<file path="config.mk">
export PLATFORM = sky130hd
export DESIGN_NAME = gray_counter
export DESIGN_NICKNAME = d
export VERILOG_FILES = /design/src/rtl/gray_pkg.sv /design/src/rtl/gray_counter_gray_to_binary.sv /design/src/rtl/gray_counter.sv
export SDC_FILE = /design/constraint.sdc
export NUM_CORES = 1
export LEC_CHECK = 0
export CAP_MARGIN = 25
export CORE_MARGIN = 2
export CORE_UTILIZATION = 41
export DETAILED_ROUTE_END_ITERATION = 6
export PLACE_DENSITY_LB_ADDON = 0.3
export SLEW_MARGIN = 20
export SYNTH_ARGS = -nofsm -noshare
export SYNTH_HDL_FRONTEND = slang
export SYNTH_SLANG_ARGS = --single-unit
</file>
<file path="constraint.sdc">
create_clock -name clk -period 1.56 [get_ports clk]
set_input_delay 0.234 -clock clk [delete_from_list [all_inputs] [get_ports clk]]
set_output_delay 0.234 -clock clk [all_outputs]
set_load 0.05 [all_outputs]
</file>
<file path="src/rtl/gray_pkg.sv">
// gray_pkg: shared Gray-code helpers and width bounds for gray_counter.
// Functions work on 32-bit containers; callers zero-extend narrower values
// and truncate the result, which is exact because the upper bits are zero.
package gray_pkg;

  localparam int GRAY_WIDTH_MIN = 2;
  localparam int GRAY_WIDTH_MAX = 32;

  // Binary to Gray: each Gray bit is the XOR of adjacent binary bits.
  function automatic logic [31:0] bin2gray(input logic [31:0] b);
    return b ^ (b >> 1);
  endfunction

  // Gray to binary: bit i is the XOR of all Gray bits from the MSB down to i.
  function automatic logic [31:0] gray2bin(input logic [31:0] g);
    logic [31:0] b;
    b[31] = g[31];
    for (int i = 30; i >= 0; i--) begin
      b[i] = b[i+1] ^ g[i];
    end
    return b;
  endfunction

endpackage

</file>
<file path="src/rtl/gray_counter_gray_to_binary.sv">
// gray_to_binary: combinational Gray-to-binary converter used on the load path.
// Ports: gray (WIDTH, Gray-coded input), bin (WIDTH, binary result).
// Purely combinational; the result is registered by the parent.
module gray_to_binary
  import gray_pkg::*;
#(
  parameter int WIDTH = 4
) (
  input  logic [WIDTH-1:0] gray,
  output logic [WIDTH-1:0] bin
);

  assign bin = WIDTH'(gray2bin(32'(gray)));

endmodule

</file>
<file path="src/rtl/gray_counter.sv">
// gray_counter: up/down counter holding binary and Gray counts in separate flops.
// Ports: clk, rst (async active-high), en, up, load, load_gray, din[WIDTH]
//        -> bin_out[WIDTH], gray_out[WIDTH], tc (one-cycle terminal pulse).
// Optional macro GRAY_COUNTER_SAT_EN: saturate at the limits instead of wrapping.
// WIDTH must lie within gray_pkg::GRAY_WIDTH_MIN..GRAY_WIDTH_MAX.
module gray_counter
  import gray_pkg::*;
#(
  parameter int WIDTH     = 4,
  parameter int RESET_VAL = 0
) (
  input  logic             clk,
  input  logic             rst,
  input  logic             en,
  input  logic             up,
  input  logic             load,
  input  logic             load_gray,
  input  logic [WIDTH-1:0] din,
  output logic [WIDTH-1:0] bin_out,
  output logic [WIDTH-1:0] gray_out,
  output logic             tc
);

  localparam logic [WIDTH-1:0] RST_BIN  = WIDTH'(RESET_VAL);
  localparam logic [WIDTH-1:0] RST_GRAY = WIDTH'(bin2gray(32'(RST_BIN)));
  localparam logic [WIDTH-1:0] ALL_ONES = '1;

  logic [WIDTH-1:0] bin_q, gray_q;
  logic             tc_q;
  logic [WIDTH-1:0] bin_n, gray_n;
  logic             tc_n;
  logic [WIDTH-1:0] din_as_bin;
  logic             at_limit;

  gray_to_binary #(.WIDTH(WIDTH)) u_g2b (
    .gray (din),
    .bin  (din_as_bin)
  );

  // Limit in the currently requested direction: a step here wraps or saturates.
  assign at_limit = up ? (bin_q == ALL_ONES) : (bin_q == '0);

  always_comb begin
    bin_n  = bin_q;
    gray_n = gray_q;
    tc_n   = 1'b0;
    if (load) begin
      // Load beats enable and never raises tc, even for a terminal value.
      if (load_gray) begin
        bin_n  = din_as_bin;
        gray_n = din;
      end else begin
        bin_n  = din;
        gray_n = WIDTH'(bin2gray(32'(din)));
      end
    end else if (en) begin
      tc_n = at_limit;
`ifdef GRAY_COUNTER_SAT_EN
      if (!at_limit) begin
        bin_n  = up ? bin_q + 1'b1 : bin_q - 1'b1;
        gray_n = WIDTH'(bin2gray(32'(bin_n)));
      end
`else
      bin_n  = up ? bin_q + 1'b1 : bin_q - 1'b1;
      gray_n = WIDTH'(bin2gray(32'(bin_n)));
`endif
    end
  end

  always_ff @(posedge clk or posedge rst) begin
    if (rst) begin
      bin_q  <= RST_BIN;
      gray_q <= RST_GRAY;
      tc_q   <= 1'b0;
    end else begin
      bin_q  <= bin_n;
      gray_q <= gray_n;
      tc_q   <= tc_n;
    end
  end

  assign bin_out  = bin_q;
  assign gray_out = gray_q;
  assign tc       = tc_q;

endmodule

</file>
==> reports/qor.yml <==
wire_per_inst_um: 13.6
syn_avg_cell_area_um2: 9.20
clockRootBuffer: "clkbuf_4"
track_usage_pct: 19.3
post-route-min-period_ns: 1.64
slew_headroom_pct: 79.6
peakVddDrop_mv: 0.798
crit_type: "reg -> reg"
ys_seq_area_share_pct: 29.4
clock-sinks: 8
globalRoute.totalOverflow: 0
vias: 627
vias_per_cell: 5.23
rrSetupSlack_ns: -0.08
rsz0062_at_grt: "yes"
drive_above_1_share_pct: 39.4
drt_iter0_markers: 13
place_ws_ns: -0.521
status: "finished with violations"
setup_viol: 1
firstDrtPassIters: 2
yosys_warnings: 0
cp.arrival_ns: 1.84
rows: 14
path_clk_slew_ns: 0.06
wl_um: 1630
synth-seq-cells: 8
fp.dieH_um: 44.7
max_freq_mhz: 610
crit_path_end_kind: "flip-flop"
required_ns: 1.76
drv_slew: 0
hp-class: "in -> async"
die_x_um: 44.7
io_pins: 19
cts_setup_buffers: 0
cts_buffers: 3
finalHoldViolations: 0
gp_congestion: 0.785
violations: "setup timing"
dieArea_um2: 2000
drc: 0
cts_tree: "built"
area_growth_pct: 57.9
p_leak_nw: 0.461
dpl.hpwl_um: 1300
grt_pass1_wl_um: 2740
n_antenna_cell: 0
h-tree-depth: 1
power_density_nw_per_um2: 1130
grt_max_degree: 15
syn_area_um2: 681
io_buffers: 18
fin_nets: 118
timing.critical_path.from_type: "flip-flop"
clock_path_buffers: 2
ys_types: 31
core_um2: 1520
grt_antenna_before_repair: 0
cp_max_fo: 4
max_cap_violations: 0
setup_ws_ns: -0.0803
syn_nets: 87
worst_slew_pin_slew_ns: 0.306
initial_core_util_pct: 44.7
grt_pass1_vias: 616
postSynthCellCount: 74
final_antenna_net_count: 0
power.total_mw: 1.22
finClkSkew_ns: 0.00269
clk_latency_ns: 0.26
min_period_over_period_pct: 105
==> registers in the layout, summed over array words and instances, names as in the netlist <==
register,cells
bin_out,4
tc,1
gray_out,3
==> worst paths after layout <==
| kind | to | startpoint | depth (start not counted) |
|---|---|---|---|
| setup / recovery | gray_out[2]$_DFFE_PP0P_ | bin_out[2]$_DFFE_PP0P_ | 5 |
| max in group asynchronous | bin_out[1]$_DFFE_PP0P_ | rst | 2 |
| setup reg to reg | gray_out[2]$_DFFE_PP0P_ | bin_out[2]$_DFFE_PP0P_ | 5 |
| hold reg to reg | gray_out[1]$_DFFE_PP0P_ | gray_out[1]$_DFFE_PP0P_ | 3 |
| min in group clk | tc$_DFF_PP0_ | en | 3 |
| hold / removal | gray_out[0]$_DFFE_PP0P_ | rst | 2 |
==> power breakdown <==
group	total, mW	switching [mW]	internal [mW]
clock network	0.176	0.0777	0.0983
logic	0.758	0.386	0.372
registers	0.282	0.0330	0.249
total	1.22	0.497	0.719
==> layout by cell type, fill, tap and decap left out, types with 4 or more instances in the layout <==
cell / instances
a21oi_1: 8
buf_12: 5
buf_4: 17
clkdlybuf4s50_1: 8
dfrtp_1: 5
nand2_1: 4
nor2_1: 6
nor2b_1: 5
xnor2_1: 5
xor2_1: 5
==> metal layers <==
metal  GRT usage [%]  part of all wire, %  up-vias
met5               0                    0        -
met2            32.8                   50       15
met4            3.64                  1.3        0
met1            23.3                   43      294
li1                -                    -      314
met3            7.60                  5.0        4
==> per-stage QoR <==
stage | hold WS [ns] | setup TNS, ns | util, % | area, um^2 | cells
after floorplan | 0.0495 | -0.512 | - | 717 | 74
after global placement | 0.504 | -2.42 | 67.2 | 1020 | 116
after detailed placement | 0.514 | -2.61 | 67.2 | 1020 | 116
after CTS | 0.232 | -0.101 | 69.0 | 1050 | 120
after global routing | 0.264 | -0.242 | 70.5 | 1070 | 120
final | 0.219 | -0.0803 | 70.5 | 1070 | 120
==> cell families after synthesis <==
group                      count (synthesis)  synth area share, %
buffers and inverters                      7                 5.70
and+or+nand+nor                           27                 24.8
xor gates and xnor gates                  13                 18.9
adders and majority gates                  3                 6.62
DFF                                        8                 29.4
AOI/OAI and AO/OA                         16                 14.5
==> worst max-delay path, cell delays in order, from the launching register on <==
cell	delay (ns)
dfrtp_2	0.43
ha_4	0.26
and3_4	0.17
or3_4	0.38
a211o_1	0.28
nand3_2	0.06
==> cells in the mapped netlist <==
library cell	instances	area [um^2]
a21o_1	1	7.51
fa_1	1	20.0
nor3b_1	2	15.0
or2b_2	1	8.76
and3_4	1	11.3
buf_2	1	5.00
or4_1	1	7.51
nand3_2	1	10.0
dfrtp_1	8	200
a21o_2	1	8.76
buf_4	2	15.0
ha_1	2	25.0
or3_4	1	11.3
xnor2_1	7	61.3
o21ai_0	1	5.00
buf_1	1	3.75
nand2_1	4	15.0
nand3_1	1	5.00
nor2b_1	5	31.3
clkbuf_4	1	7.51
a211o_1	1	8.76
a31oi_1	1	6.26
xor3_1	1	23.8
inv_1	2	7.51
xor2_1	5	43.8
nand4b_1	2	17.5
a21oi_1	8	40.0
a211oi_1	3	22.5
nand2b_1	1	6.26
nor2_1	6	22.5
and3_2	1	7.51
==> cell type report <==
| cell class | instances | area (um^2) |
|---|---|---|
| clock buffers | 4 | 26.3 |
| repair buffers | 31 | 317 |
| multi-input cells | 59 | 500 |
| well taps | 16 | 20.0 |
| inverters | 2 | 7.51 |
| flip-flops and latches | 8 | 204 |
| fillers | 126 | 449 |
==> what timing repair did <==
item | 4_1_cts | 5_1_grt
setup endpoints to repair | 5 | 4
hold buffers | 0 | 0
gates resized for setup | 3 | 3
gates cloned | 0 | 0
pin swaps | 2 | 3
No activity file was read; power rests on OpenSTA's default activity.
